==> src/rtl/axi_stream_comparator.sv <==
// Lock-step comparator sink for two AXI-Stream sources: pairs one beat from each input and flags data differences.
// Optional build macro AXI_STREAM_COMPARATOR_FIRST_MISMATCH_EN keeps the first mismatch pair instead of the latest.
module axi_stream_comparator #(
  parameter int DATA_BITS  = 32,
  parameter int COUNT_BITS = 32
) (
  input  logic                  clk,
  input  logic                  rst,
  input  logic                  in1_tvalid,
  output logic                  in1_tready,
  input  logic [DATA_BITS-1:0]  in1_tdata,
  input  logic                  in2_tvalid,
  output logic                  in2_tready,
  input  logic [DATA_BITS-1:0]  in2_tdata,
  output logic                  transfer,
  output logic [COUNT_BITS-1:0] transfer_count,
  output logic                  transfer_mismatch,
  output logic                  transfer_mismatch_latch,
  output logic [DATA_BITS-1:0]  mismatch_tdata1,
  output logic [DATA_BITS-1:0]  mismatch_tdata2
);

  logic                  w_hs;
  logic                  w_data_differs;
  logic                  w_capture;

  logic                  r_transfer;
  logic [COUNT_BITS-1:0] r_transfer_count;
  logic                  r_transfer_mismatch;
  logic                  r_mismatch_latch;
  logic [DATA_BITS-1:0]  r_mismatch_tdata1;
  logic [DATA_BITS-1:0]  r_mismatch_tdata2;

  // Each side is ready only when the other side has data, so a lone valid beat is held, never consumed.
  assign in1_tready     = !rst && in2_tvalid;
  assign in2_tready     = !rst && in1_tvalid;
  assign w_hs           = in1_tvalid && in2_tvalid && !rst;
  assign w_data_differs = (in1_tdata != in2_tdata);

`ifdef AXI_STREAM_COMPARATOR_FIRST_MISMATCH_EN
  assign w_capture = w_hs && w_data_differs && !r_mismatch_latch;
`else
  assign w_capture = w_hs && w_data_differs;
`endif

  always_ff @(posedge clk) begin
    if (rst) begin
      r_transfer          <= 1'b0;
      r_transfer_count    <= '0;
      r_transfer_mismatch <= 1'b0;
      r_mismatch_latch    <= 1'b0;
      r_mismatch_tdata1   <= '0;
      r_mismatch_tdata2   <= '0;
    end else begin
      // NOTE: non-blocking assignments so every register samples pre-edge values, independent of statement order.
      r_transfer          <= w_hs;
      r_transfer_mismatch <= w_hs && w_data_differs;
      if (w_hs) begin
        r_transfer_count <= r_transfer_count + 1'b1;
      end
      if (w_hs && w_data_differs) begin
        r_mismatch_latch <= 1'b1;
      end
      if (w_capture) begin
        r_mismatch_tdata1 <= in1_tdata;
        r_mismatch_tdata2 <= in2_tdata;
      end
    end
  end

  assign transfer                = r_transfer;
  assign transfer_count          = r_transfer_count;
  assign transfer_mismatch       = r_transfer_mismatch;
  assign transfer_mismatch_latch = r_mismatch_latch;
  assign mismatch_tdata1         = r_mismatch_tdata1;
  assign mismatch_tdata2         = r_mismatch_tdata2;

endmodule

==> config.mk <==
export PLATFORM = sky130hd
export DESIGN_NAME = axi_stream_comparator
export DESIGN_NICKNAME = d
export VERILOG_FILES = /design/src/rtl/axi_stream_comparator.sv
export SDC_FILE = /design/constraint.sdc
export NUM_CORES = 1
export LEC_CHECK = 0
export ABC_AREA = 0
export ABC_CLOCK_PERIOD_IN_PS = 1930
export CORE_MARGIN = 10
export CORE_UTILIZATION = 41
export CTS_BUF_LIST = sky130_fd_sc_hd__clkbuf_8
export DETAILED_ROUTE_END_ITERATION = 6
export GPL_ROUTABILITY_DRIVEN = 0
export PLACE_DENSITY = 0.8
export SLEW_MARGIN = 20
export SYNTH_ARGS = -nofsm -noshare
export SYNTH_HDL_FRONTEND = slang
export SYNTH_SLANG_ARGS = --single-unit
==> constraint.sdc <==
create_clock -name clk -period 1.93 [get_ports clk]
set_input_delay 0.386 -clock clk [delete_from_list [all_inputs] [get_ports clk]]
set_output_delay 0.386 -clock clk [all_outputs]
set_load 0.03 [all_outputs]
==> metrics.txt, run 1 <==
gr busiest metal=met2; LEAKAGE=around 3.0 nW; final net count=707; Main synth FF type=dfxtp_1; Starting Density=0.4206; placed instance count=748; yosys warns=0; clock transition at the registers of the reported paths=0.10 ns; crit start category=input port; number of core rows=37; initial detailed-routing violation count=251; Register Area=just over 2000 µm²; DP Worst Slack=-0.8485 ns; Area Growth Syn to Fin=66.48%; MaxCap Viol Count=0; mux share of post-synthesis cell area=0.1660; All-Layer GR Usage=0.1953; met1 Usage GRT=0.2153; XOR/XNOR Fraction of Synth Area=0.1089; sequential share of the synthesized area=0.4565; failing checks=setup timing; Die ar.=15110 µm²; Crit path required time=approximately 2.2 ns; final wirelength=approximately 15 mm; crit path time final=between 2 and 2.5 ns; Die Wd=around 120 µm; clock tree from TritonCTS=done; Final WS setup=-0.1033 ns; Hold Violations, Final=0; largest delay contributor family on the critical path=buffers and inverters; H-tree depth=3; CORE AREA=10320 µm²; multi-input combinational cell area=around 2700 µm²; Slew headroom=0.5495; most used cell, CP=buf_12; I/O pins=~170; min-delay worst type=in2reg; final setup vio count=24; Setup Crit Path Kind=in2reg; Compound-Gate Fraction of Synth Area=0.02421; I/O Buffers=about 170; initial antenna violation count=1; Syn Std Cell Area=approximately 4300 µm²; Final Non-Filler Cells=777; TritonCTS Buffers=9; clk sinks=99; router iterations before antenna repair=4; cells after synthesis=430; simple-gate portion of the synthesized area=0.2078; Longest Clk Path Bufs=2; Worst Tran Pin Value=roughly 0.68 ns; ys async rst share=0; first-pass GRT wire length=between 20 and 25 mm; Worst Path Arrival=~2.3 ns; vias per inst=~5; vias=slightly below 4000; met2 GRT Util=0.3186; Synth Net Count=~500; global route total overflow=0; largest family of logic cells by synthesized area=simple AND/OR/NAND/NOR gates; share of cells above drive strength 1=0.3651; Wirelength per Cell=19.86 µm; status=finished with violations; hold_ws=between 0.2 and 0.3 ns; P per Cell Area=roughly 620 nW/µm²; CTS root buffer=clkbuf_8; max-slew violations=0; crit end category=register; Global Route met3 Usage=0.09344; synthesis-stage register bit count=between 90 and 100; Post-CTS Hold Buffers=0; average size of a mapped cell=10.10 µm²; cell at the slowest stage of the critical path=mux2_4; final clock skew=0.004031 ns; RSZ-0062 raised after global routing=yes; Post-synth EDFFs=0; largest net degree at the start of global routing=between 60 and 70; worst-path cell chain=clkdlybuf4s15_1 > xor2_1 > nor4_2 > nand4_1 > o21ai_4 > buf_12 > buf_12 > buf_12 > buf_16 > mux2_4; antenna viol nets, final=0; fmax=~490 MHz; DR DRC count=0; crit-path max cell delay=0.31 ns; adder-cell area share of the yosys netlist=0.002882; die height=approximately 120 µm; library cells used by synthesis=30; clk_lat worst skew=0.35 ns; worst-path maximum fanout=8; Buf/Inv on CP=5; vias in the first global route=approximately 4300; period utilization=1.054; Ant. Diodes=0; maximum vdd drop=approximately 0.46 mV; Fill cells=721; HPWL after DPL=about 10 mm
-- path summary, 6_finish.rpt --
check / startpoint / to / slack [ns] / cells after the start
setup / recovery: in2_tdata[9] / mismatch_tdata2[9]$_SDFFE_PP0P_ / -0.10 / 10
hold / removal: in1_tdata[4] / mismatch_tdata1[4]$_SDFFE_PP0P_ / 0.25 / 2
setup reg to reg: transfer_count[21]$_SDFFE_PP0P_ / transfer_count[25]$_SDFFE_PP0P_ / 0.04 / 5
hold reg to reg: transfer_mismatch_latch$_SDFFE_PP0P_ / transfer_mismatch_latch$_SDFFE_PP0P_ / 0.49 / 2
-- power breakdown --
group          leakage (nW)  switching, mW  internal [mW]
Sequential            0.818         0.0414           2.12
Clock                 0.104          0.699          0.691
Combinational          2.13          0.461          0.447
-- layout by cell type, fill, tap and decap left out, types with 3 or more instances in the layout --
master and count:
nor3_1 5, clkdlybuf4s15_1 14, dlygate4sd2_1 9, dfxtp_4 4, xnor2_1 19, nor4_2 7
clkdlybuf4s50_1 93, dfxtp_2 16, a21oi_1 8, clkdlybuf4s15_2 4, xor2_1 17, clkbuf_8 12
nor4_1 7, buf_12 8, o21ai_0 10, or3_1 8, nand4_1 8, clkbuf_2 17
and4_1 3, nand2_1 10, buf_4 38, buf_2 14, nor2b_1 66, nand3_1 6
dfxtp_1 79, mux2_2 23, buf_6 10, xor2_2 15, xor2_4 3, mux2_4 41
buf_16 4, dlymetal6s2s_1 7, inv_1 11, nor2_1 23
-- cells in the mapped netlist, types with 3 or more instances --
master	number	area, µm²
clkbuf_1	12	45.04
nand2_1	10	37.54
or3_1	9	56.30
xnor2_1	19	166.4
nor2b_1	66	412.9
nor2_1	23	86.33
o21ai_0	11	55.05
nor4_1	16	100.1
nor3_1	5	25.02
inv_1	11	41.29
and4_1	3	26.28
and3_1	3	18.77
a21oi_1	10	50.05
xor2_1	35	306.5
nand3_1	7	35.03
buf_2	8	40.04
dfxtp_1	99	1982
mux2_2	64	720.7
nand4_1	8	50.05
-- metrics by stage --
stage | instance area, µm² | TNS, ns | power, mW | util
final | 7228 | -1.469 | 4.455 | 0.7002
after detailed placement | 6434 | -59.92 | 2.987 | 0.6232
after CTS | 7152 | -2.301 | 4.440 | 0.6928
after floorplan | 4403 | -0.1353 | 2.573 | -
after global placement | 6434 | -56.34 | 2.976 | 0.6232
after global routing | 7228 | -2.303 | 4.606 | 0.7002
-- layout make-up --
cell class | count | share of cell area
clock buffers | 12 | 0.02285
clock inverters | 2 | 0.004847
inverters | 11 | 0.005712
multi-input cells | 297 | 0.3671
flip-flops and latches | 99 | 0.2790
well taps | 136 | 0.02354
repair buffers | 220 | 0.2969
-- routing by layer --
layer  up-vias  share of wire
li1       1844              -
met1      1876           0.39
met2       157           0.48
met3        23           0.11
met4         2          0.018
met5         -        0.00052
-- registers in the layout, indices dropped and copies added, names as in the netlist --
signal                   cells
transfer                     1
transfer_count              32
mismatch_tdata1             32
transfer_mismatch_latch      1
transfer_mismatch            1
mismatch_tdata2             32
-- worst reg2reg max path, stage by stage (launching register included) --
cell	delay, ns
dfxtp_4	0.35
inv_1	0.05
or3_1	0.42
or4_4	0.50
or3_1	0.38
a21oi_1	0.12
-- logic make-up (layout without fill, tap and decap cells) --
| kind of cell | Yosys count | in the layout |
|---|---|---|
| flops | 99 | 99 |
| fa+ha+maj | 1 | 1 |
| compound gates | 21 | 21 |
| simple gates | 157 | 157 |
| xor+xnor | 54 | 54 |
| buf+inv | 34 | 245 |
| mux | 64 | 64 |
-- timing repair --
item	in CTS	in global routing
gates resized for setup	214	87
endpoints found under the setup margin	71	82
buffers inserted	12	1
pin swaps	29	24
gates cloned	7	2
Note: power is estimated with default switching activity, not from simulation.
==> run 2, diff against run 1 <==
--- a/config.mk
+++ b/config.mk
@@ -13,6 +13,7 @@
 export DETAILED_ROUTE_END_ITERATION = 6
 export GPL_ROUTABILITY_DRIVEN = 0
 export PLACE_DENSITY = 0.8
+export SKIP_CTS_REPAIR_TIMING = 1
 export SLEW_MARGIN = 20
 export SYNTH_ARGS = -nofsm -noshare
 export SYNTH_HDL_FRONTEND = slang
==> run 2 against run 1 <==
Worst hold slack worse by 0.0037 ns. The run still ends with setup timing left. Count of clock-buffer cells in the layout did not move. Sequential power is essentially flat. Cell count shrank 0.13%. Die area stayed put. Register-to-register slack about the same. Critical path depth is 1 lower. Critical endpoint is now mismatch_tdata2[17]$_SDFFE_PP0P_.
==> metrics.txt, run 2 (same netlist as run 1, synthesis figures left out) <==
Final Non-Filler Cells=776 (was 777); clk_lat worst skew=0.35 ns (about the same); crit end category=register (unchanged); min-delay worst type=in2reg (unchanged); CTS root buffer=clkbuf_8 (unchanged); die height=122.9 µm (unchanged); maximum vdd drop=0.4346 mV (was 0.4600 mV); worst-path cell chain=clkbuf_2 > xor2_2 > nor4_2 > buf_4 > nand4_1 > o21ai_4 > buf_12 > clkbuf_16 > mux2_4 (was clkdlybuf4s15_1 > xor2_1 > nor4_2 > nand4_1 > o21ai_4 > buf_12 > buf_12 > buf_12 > buf_16 > mux2_4); Hold Violations, Final=0 (unchanged); vias per inst=4.966 (was 5.022); crit-path max cell delay=0.34 ns (was 0.31 ns); CORE AREA=10320 µm² (unchanged); Area Growth Syn to Fin=65.76% (was 66.48%); initial antenna violation count=5 (was 1); share of cells above drive strength 1=0.3093 (was 0.3651); DR DRC count=0 (unchanged); final setup vio count=36 (was 24); Final WS setup=-0.04045 ns (was -0.1033 ns); final clock skew=0.005285 ns (was 0.004031 ns); clk sinks=99 (unchanged); Crit path required time=2.18 ns (was 2.19 ns); router iterations before antenna repair=4 (unchanged); setup TNS=-0.7504 ns (was -1.469 ns); status=finished with violations (unchanged); I/O pins=169 (unchanged); LEAKAGE=3.367 nW (was 3.050 nW); final wirelength=14.91 mm (was 15.43 mm); TritonCTS Buffers=9 (unchanged); period utilization=1.021 (was 1.054); Fill cells=721 (unchanged); vias=3854 (was 3902); Longest Clk Path Bufs=2 (unchanged); commonest non-fill, non-tap cells in the layout=clkdlybuf4s50_1, dfxtp_1, nor2b_1 (unchanged); cell at the slowest stage of the critical path=nor4_2 (was mux2_4); MaxCap Viol Count=0 (unchanged); Die ar.=15110 µm² (unchanged); placed instance count=748 (unchanged); max-slew violations=0 (unchanged); I/O Buffers=168 (unchanged); Slew headroom=0.5392 (was 0.5495); clock transition at the registers of the reported paths=0.09 ns (was 0.10 ns); P per Cell Area=610.3 nW/µm² (was 616.4 nW/µm²); failing checks=setup timing (unchanged); fin area=7197 µm² (was 7228 µm²); global route total overflow=0 (unchanged); Worst Path Arrival=2.22 ns (was 2.29 ns); Wirelength per Cell=19.22 µm (was 19.86 µm); Die Wd=122.9 µm (unchanged); crit path time final=1.970 ns (was 2.033 ns); DP Worst Slack=-0.8485 ns (unchanged); HPWL after DPL=10.25 mm (unchanged); clock tree from TritonCTS=done (unchanged); H-tree depth=3 (unchanged); RSZ-0062 raised after global routing=yes (unchanged); commonest non-fill, non-tap cell in the layout=clkdlybuf4s50_1 (unchanged); hold_ws=0.2499 ns (was 0.2536 ns); Starting Density=0.4206 (unchanged); fmax=507.5 MHz (was 491.8 MHz); antenna viol nets, final=0 (unchanged); number of core rows=37 (unchanged); crit start category=input port (unchanged); All-Layer GR Usage=0.1739 (was 0.1953); largest net degree at the start of global routing=66 (unchanged); final net count=703 (was 707); worst-path maximum fanout=8 (unchanged); first-pass GRT wire length=20.73 mm (was 23.17 mm); Setup Crit Path Kind=in2reg (unchanged); initial detailed-routing violation count=218 (was 251); Worst Tran Pin Value=0.6912 ns (was 0.6757 ns); Cell Area, Placed=6434 µm² (unchanged); vias in the first global route=4011 (was 4279)
-- run 2: cell types whose count changed in the layout (fill, tap and decap cells not counted), sizes merged --
cell	change
buf	-23
diode	+3
dlygate4sd2	-9
clkbuf	-3
dlymetal6s2s	+49
clkdlybuf4s15	-18
-- run 2: layout make-up --
class                      instances  area [µm²]  share of cell area
clock inverter                     2       35.03            0.004868
antenna                            3       7.507            0.001043
multi-input combinational        297        2521              0.3503
timing repair buffer             216        2240              0.3112
sequential                        99        2017              0.2802
tap                              136       170.2             0.02364
clock buffer                      12       165.2             0.02295
inverter                          11       41.29            0.005737
-- run 2: power breakdown --
group / switching (mW) / leakage, nW / internal (mW)
clock network: 0.684 / 0.104 / 0.691
logic: 0.431 / 2.44 / 0.430
registers: 0.0411 / 0.818 / 2.12
total: 1.16 / 3.37 / 3.24
-- run 2: layer usage --
metal,up-vias,share of wire,wire length [µm],track usage
li1,1842,-,-,-
met1,1850,0.40,5909,0.1840
met2,142,0.48,7214,0.2851
met3,18,0.11,1582,0.09572
met4,2,0.013,194,0.06701
met5,-,0.00074,11,0
-- run 2: path summary, 6_finish.rpt --
path / cells past startpoint / slack, ns / endpoint / startpoint
min reg2reg: 2 / 0.49 / transfer_mismatch_latch$_SDFFE_PP0P_ / transfer_mismatch_latch$_SDFFE_PP0P_
max: 9 / -0.04 / mismatch_tdata2[17]$_SDFFE_PP0P_ / in1_tdata[13]
min: 2 / 0.25 / mismatch_tdata1[18]$_SDFFE_PP0P_ / in1_tdata[18]
max reg2reg: 5 / 0.05 / transfer_count[25]$_SDFFE_PP0P_ / transfer_count[21]$_SDFFE_PP0P_
-- run 2: through the flow --
stage,total power [mW],util
floorplan,2.573,-
global placement,2.976,0.6232
detailed placement,2.987,0.6232
CTS,4.352,0.6426
global route,4.558,0.6969
finish,4.392,0.6971
-- run 2: critical path, delay by kind of cell --
family / cells / cell delay [ns]
xor gates and xnor gates: 1 / 0.19
and+or+nand+nor: 2 / 0.46
muxes: 1 / 0.30
buffers and inverters: 4 / 0.65
AOI/OAI and AO/OA: 1 / 0.23
